$ cat src/rtl/logic_unit_seq_pkg.sv
// Shared opcodes, FSM encodings and opcode classification for logic_unit_seq.
package logic_unit_seq_pkg;

    localparam logic [3:0] OP_NOT1  = 4'b0000;
    localparam logic [3:0] OP_NOT2  = 4'b0001;
    localparam logic [3:0] OP_XNOR  = 4'b0010;
    localparam logic [3:0] OP_NOR   = 4'b0011;
    localparam logic [3:0] OP_XOR   = 4'b0100;
    localparam logic [3:0] OP_NAND  = 4'b0101;
    localparam logic [3:0] OP_OR    = 4'b0110;
    localparam logic [3:0] OP_AND   = 4'b0111;
    localparam logic [3:0] OP_POPCNT = 4'b1000;
    localparam logic [3:0] OP_CLZ    = 4'b1001;
    localparam logic [3:0] OP_CTZ    = 4'b1010;

    typedef enum logic {
        ST_IDLE  = 1'b0,
        ST_COUNT = 1'b1
    } state_e;

    function automatic logic is_count_op(input logic [3:0] op);
        return (op == OP_POPCNT) || (op == OP_CLZ) || (op == OP_CTZ);
    endfunction

endpackage

$ cat src/rtl/logic_unit_seq_bit_count_slice.sv
// Combinational statistics over one CHUNK-bit slice; the top chains these
// across cycles to build full-width POPCNT/CLZ/CTZ.
module bit_count_slice
    import logic_unit_seq_pkg::*;
#(
    parameter int CHUNK = 8,
    localparam int CW   = $clog2(CHUNK + 1)
) (
    input  logic [CHUNK-1:0] slice,
    output logic [CW-1:0]    pop_cnt,
    output logic [CW-1:0]    lz_cnt,
    output logic [CW-1:0]    tz_cnt,
    output logic             any_one
);

    logic seen_hi;
    logic seen_lo;

    // Population count plus leading/trailing zero runs; an empty slice yields CHUNK zeros.
    always_comb begin
        pop_cnt = '0;
        lz_cnt  = '0;
        tz_cnt  = '0;
        seen_hi = 1'b0;
        seen_lo = 1'b0;
        for (int i = 0; i < CHUNK; i++) begin
            pop_cnt = pop_cnt + CW'(slice[i]);
            if (slice[i]) begin
                seen_lo = 1'b1;
            end else if (!seen_lo) begin
                tz_cnt = tz_cnt + CW'(1);
            end
            if (slice[CHUNK-1-i]) begin
                seen_hi = 1'b1;
            end else if (!seen_hi) begin
                lz_cnt = lz_cnt + CW'(1);
            end
        end
        any_one = |slice;
    end

endmodule

$ cat src/rtl/logic_unit_seq.sv
// Handshaked logic unit: single-cycle bitwise ops and fixed-latency
// iterative bit counts behind a one-entry output register.
//
// state    | meaning
// ---------+-----------------------------------------------------------
// ST_IDLE  | ready for a new request whenever the output slot can drain
// ST_COUNT | walking the latched operand one CHUNK slice per cycle
module logic_unit_seq
    import logic_unit_seq_pkg::*;
#(
    parameter int OPD_LENGTH = 32,
    parameter int CHUNK      = 8
) (
    input  logic                  clk,
    input  logic                  rst_n,
    input  logic                  in_valid,
    output logic                  in_ready,
    input  logic [OPD_LENGTH-1:0] opd1,
    input  logic [OPD_LENGTH-1:0] opd2,
    input  logic [3:0]            alu_op_select,
    output logic                  out_valid,
    input  logic                  out_ready,
    output logic [OPD_LENGTH-1:0] logic_result,
    output logic                  op_error,
    output logic                  busy
);

    localparam int N     = OPD_LENGTH / CHUNK;
    localparam int CNT_W = $clog2(OPD_LENGTH + 1);
    localparam int CW    = $clog2(CHUNK + 1);
    localparam int SC_W  = (N > 1) ? $clog2(N) : 1;
    localparam logic [SC_W-1:0] SC_LAST = SC_W'(N - 1);

    state_e                state_q, state_d;
    logic [3:0]            op_q, op_d;
    logic [OPD_LENGTH-1:0] shreg_q, shreg_d;
    logic [CNT_W-1:0]      acc_q, acc_d;
    logic                  found_q, found_d;
    logic [SC_W-1:0]       slice_cnt_q, slice_cnt_d;
    logic                  out_valid_q, out_valid_d;
    logic [OPD_LENGTH-1:0] res_q, res_d;
    logic                  err_q, err_d;

    logic [CHUNK-1:0]      slice;
    logic [CW-1:0]         pop_cnt, lz_cnt, tz_cnt;
    logic                  any_one;
    logic [OPD_LENGTH-1:0] bw_res;
    logic                  bw_ok;
    logic                  accept;

    // CLZ walks MSB-first; POPCNT/CTZ walk LSB-first.
    assign slice = (op_q == OP_CLZ) ? shreg_q[OPD_LENGTH-1 -: CHUNK] : shreg_q[CHUNK-1:0];

    bit_count_slice #(.CHUNK(CHUNK)) u_slice (
        .slice   (slice),
        .pop_cnt (pop_cnt),
        .lz_cnt  (lz_cnt),
        .tz_cnt  (tz_cnt),
        .any_one (any_one)
    );

    assign in_ready     = (state_q == ST_IDLE) && (!out_valid_q || out_ready);
    assign accept       = in_valid && in_ready;
    assign busy         = (state_q == ST_COUNT);
    assign out_valid    = out_valid_q;
    assign logic_result = res_q;
    assign op_error     = err_q;

    // Single-cycle bitwise result; anything unrecognised (count ops included) flags not-ok.
    always_comb begin
        bw_res = '0;
        bw_ok  = 1'b1;
        case (alu_op_select)
            OP_AND:  bw_res = opd1 & opd2;
            OP_OR:   bw_res = opd1 | opd2;
            OP_XOR:  bw_res = opd1 ^ opd2;
            OP_NOT1: bw_res = ~opd1;
            OP_NOT2: bw_res = ~opd2;
            OP_NAND: bw_res = ~(opd1 & opd2);
            OP_NOR:  bw_res = ~(opd1 | opd2);
            OP_XNOR: bw_res = ~(opd1 ^ opd2);
            default: bw_ok  = 1'b0;
        endcase
    end

    // Next-state, count accumulation and output-slot management.
    always_comb begin
        state_d     = state_q;
        op_d        = op_q;
        shreg_d     = shreg_q;
        acc_d       = acc_q;
        found_d     = found_q;
        slice_cnt_d = slice_cnt_q;
        out_valid_d = out_valid_q && !out_ready;
        res_d       = res_q;
        err_d       = err_q;
        case (state_q)
            ST_IDLE: begin
                if (accept) begin
                    if (is_count_op(alu_op_select)) begin
                        state_d     = ST_COUNT;
                        op_d        = alu_op_select;
                        shreg_d     = opd1;
                        acc_d       = '0;
                        found_d     = 1'b0;
                        slice_cnt_d = SC_LAST;
                    end else begin
                        out_valid_d = 1'b1;
                        res_d       = bw_res;
                        err_d       = !bw_ok;
                    end
                end
            end
            ST_COUNT: begin
                if (op_q == OP_CLZ) begin
                    shreg_d = shreg_q << CHUNK;
                end else begin
                    shreg_d = shreg_q >> CHUNK;
                end
                case (op_q)
                    OP_POPCNT: acc_d = acc_q + CNT_W'(pop_cnt);
                    OP_CLZ:    if (!found_q) acc_d = acc_q + CNT_W'(lz_cnt);
                    OP_CTZ:    if (!found_q) acc_d = acc_q + CNT_W'(tz_cnt);
                    default:   acc_d = acc_q;
                endcase
                if (any_one) begin
                    found_d = 1'b1;
                end
                slice_cnt_d = slice_cnt_q - SC_W'(1);
                if (slice_cnt_q == '0) begin
                    state_d     = ST_IDLE;
                    out_valid_d = 1'b1;
                    res_d       = OPD_LENGTH'(acc_d);
                    err_d       = 1'b0;
                end
            end
            default: state_d = ST_IDLE;
        endcase
    end

    // State and output registers with synchronous active-low reset.
    always_ff @(posedge clk) begin
        if (!rst_n) begin
            state_q     <= ST_IDLE;
            op_q        <= '0;
            shreg_q     <= '0;
            acc_q       <= '0;
            found_q     <= 1'b0;
            slice_cnt_q <= '0;
            out_valid_q <= 1'b0;
            res_q       <= '0;
            err_q       <= 1'b0;
        end else begin
            state_q     <= state_d;
            op_q        <= op_d;
            shreg_q     <= shreg_d;
            acc_q       <= acc_d;
            found_q     <= found_d;
            slice_cnt_q <= slice_cnt_d;
            out_valid_q <= out_valid_d;
            res_q       <= res_d;
            err_q       <= err_d;
        end
    end

endmodule

$ cat config.mk
export PLATFORM = sky130hd
export DESIGN_NAME = logic_unit_seq
export DESIGN_NICKNAME = d
export VERILOG_FILES = /design/src/rtl/logic_unit_seq_pkg.sv /design/src/rtl/logic_unit_seq_bit_count_slice.sv /design/src/rtl/logic_unit_seq.sv
export SDC_FILE = /design/constraint.sdc
export NUM_CORES = 1
export LEC_CHECK = 0
export CAP_MARGIN = 25
export CORE_AREA = 5 5 107 184
export CTS_BUF_LIST = sky130_fd_sc_hd__clkbuf_16
export DETAILED_ROUTE_END_ITERATION = 10
export DIE_AREA = 0 0 112 189
export DONT_BUFFER_PORTS = 1
export GPL_TIMING_DRIVEN = 0
export SYNTH_ARGS = -nofsm -noshare
export SYNTH_HDL_FRONTEND = slang
export SYNTH_SLANG_ARGS = --single-unit
$ cat constraint.sdc
create_clock -name clk -period 18.1 [get_ports clk]
set_input_delay 2.715 -clock clk [delete_from_list [all_inputs] [get_ports clk]]
set_output_delay 2.715 -clock clk [all_outputs]
set_load 0.01 [all_outputs]
==> results.yml <==
status:
  status: "finished, final reports clean"
finish:
  seqCellArea_sq_um: 1600
  nNetsFinal: 1210
  nFillCells: 1825
  final_area_sq_um: 8510
  areaGrowthSynthToFinish_pct: 7.89
  multi_input_area_sq_um: 5650
  insertedDiodeCount: 0
  final_layout_size_suffix_gt1_frac: 0.0478
routing:
  drtIter0Drc: 387
  drcViolationCount: 0
  dr.pass1.iters: 5
  wl_per_cell_microns: 21.3
  wl_microns: 27300
  viasPerCell: 5.89
  final_antenna_net_count: 0
  num_vias: 7545
clock_tree:
  cts_tree: "yes"
  clk_latency_ps: 360
  cts_resized: 0
  hold_buffers: 0
  numCtsBuffers: 9
  cts-root-buf: "clkbuf_16"
  h-tree-depth: 3
  cts_setup_buffers: 0
  cts_max_path_buffers: 2
  numClockSinks: 80
  clkTransAtPathRegs_ps: 70
synthesis:
  synthArstFlopShare: 0
  synth_common_cells: "nor2_1, a21oi_1, ha_1"
  ys_types: 64
  syn_avg_cell_area_sq_um: 7.65
  syn_inst: 1031
  netlist_top_cells_area: "dfxtp_1, ha_1, a211oi_1, mux2i_1, a21oi_1"
  netlist_area_sq_um: 7890
  ys_ff_latch: 80
  yosys_warnings: 0
  ys.flop_type: "dfxtp_1"
  synth-edff-count: 0
  synth_top_area_frac: 0.203
  ys_seq_area_frac: 0.203
  yosysTopAreaCell: "dfxtp_1"
  syn-num-nets: 1199
  synth.most_common_cell: "nor2_1"
timing:
  period_share: 0.382
  slew_headroom: 0.432
  tightest_slew_ps: 846
  grt_setup_unrepaired: "false"
  setup_viol: 0
  fmax_ghz: 0.145
  slew_viol_final: 0
  worst_slack_ps: 11190
  fin_skew_ps: 9.40
  period_minus_slack_ps: 6910
  setup-tns-final_ps: 0
  hold_viol: 0
floorplanning:
  die-area_sq_um: 21200
  die_h_microns: 189
  rows: 65
  start_util: 0.439
  core-area_sq_um: 18000
  die_w_microns: 112
  ios: 108
pwr:
  peakVddDrop_uv: 52.4
  power.density_nw_per_um2: 72.0
  leakagePower_nw: 3.54
worst_setup_path:
  path_class: "flop to flop"
  end_kind: "flop"
  critPathLaunchType: "flop"
  crit_path_start: "op_q[1]"
  crit_path_max_incr_delay_ps: 440
  cp_max_fo: 10
  r2r_start: "op_q[1]"
  critPathRequiredTime_ps: 18310
  cp.arrival_ps: 7120
  cp_slowest_cell: "mux2i_1"
job:
  cap_violations: 0
hold_path:
  min_from: "op_q[2]"
  min_path_type: "flop to flop"
placed_design:
  place_congestion: 0.936
  portBuffers: 0
  postPlaceCellArea_sq_um: 8180
  dp_hpwl_microns: 22200
  place_ws_ps: 11160
global_route:
  antenna_found_initial: 0
  grt_pass1_wl_microns: 42800
  grt_use_total: 0.257
  grt_busiest_layer: "met2"
  met2_usage: 0.500
  overflow: 0
  met1_usage: 0.234
  grt_pass1_vias: 7754
  grt_max_degree: 16
  grtUsageMet3: 0.0582
[flip-flops by register name, indices dropped and copies added (netlist names)]
name and count:
slice_cnt_q 2, logic_result 32, op_q 4, acc_q 6
op_error 1, shreg_q 32, busy 1, out_valid 1
found_q 1
[cells by family after synthesis]
group	count (synthesis)	share of synthesized area
AO/OA/AOI/OAI	301	0.256
XOR/XNOR	52	0.0578
adder cells (fa/ha/maj)	96	0.159
buffers and inverters	163	0.0801
flip-flops	80	0.203
multiplexers	63	0.0822
AND/OR/NAND/NOR	276	0.162
[cell usage in the layout, fill, tap and decap left out, types with 9 or more instances in the layout]
| cell | instances |
|---|---|
| mux2i_1 | 53 |
| nor3_1 | 19 |
| clkbuf_1 | 56 |
| ha_1 | 89 |
| o22ai_1 | 19 |
| nor2b_1 | 26 |
| nand3_1 | 15 |
| buf_2 | 10 |
| o21ai_0 | 31 |
| inv_1 | 88 |
| a22o_1 | 14 |
| xnor2_1 | 37 |
| xor2_1 | 15 |
| nand2_1 | 78 |
| dfxtp_1 | 80 |
| nor2_1 | 104 |
| a221oi_1 | 16 |
| a21oi_1 | 94 |
| a211oi_1 | 73 |
| clkbuf_16 | 9 |
[through the flow]
step                cells  power [W]  hold slack [ps]   util
detailed placement   1265   0.000409              459  0.455
floorplan            1031   0.000356              426      -
global route         1281   0.000648              518  0.473
global placement     1265   0.000406              453  0.455
finish               1281   0.000613              481  0.473
CTS                  1281   0.000615              475  0.473
[critical path, delay by kind of cell (launching register included)]
family	cells	cell delay, ps
flip-flops	1	370
adder cells (fa/ha/maj)	5	1520
buffers and inverters	3	700
AO/OA/AOI/OAI	14	2550
XOR/XNOR	1	170
multiplexers	4	960
AND/OR/NAND/NOR	2	470
[layer usage]
metal	wire length, microns	vias up
li1	-	3672
met1	9100	3563
met2	14800	221
met3	1580	89
met4	1840	0
met5	0	-
[path summary, 6_finish.rpt]
path	end	slack (ps)	cells past startpoint
hold reg to reg	op_q[2]	480	2
setup reg to reg	acc_q[5]	11190	29
setup / recovery	acc_q[5]	11190	29
hold / removal	op_q[2]	480	2
[report_power, final]
group	total, W	switching, W	leakage (nW)	internal, W
sequential	0.000196	0.0000109	0.651	0.000185
clock	0.000208	0.0000851	0.154	0.000123
combinational	0.000209	0.000123	2.73	0.0000862
total	0.000613	0.000219	3.54	0.000394
[cell type report]
class                           count  share of cell area
Clock buffer                        9              0.0265
Tap cell                          234              0.0344
Inverter                           90              0.0397
Sequential cell                    80               0.188
Multi-Input combinational cell    788               0.664
Buffer                             73              0.0346
Clock inverter                      7              0.0122
No activity file was read; power rests on OpenSTA's default activity.
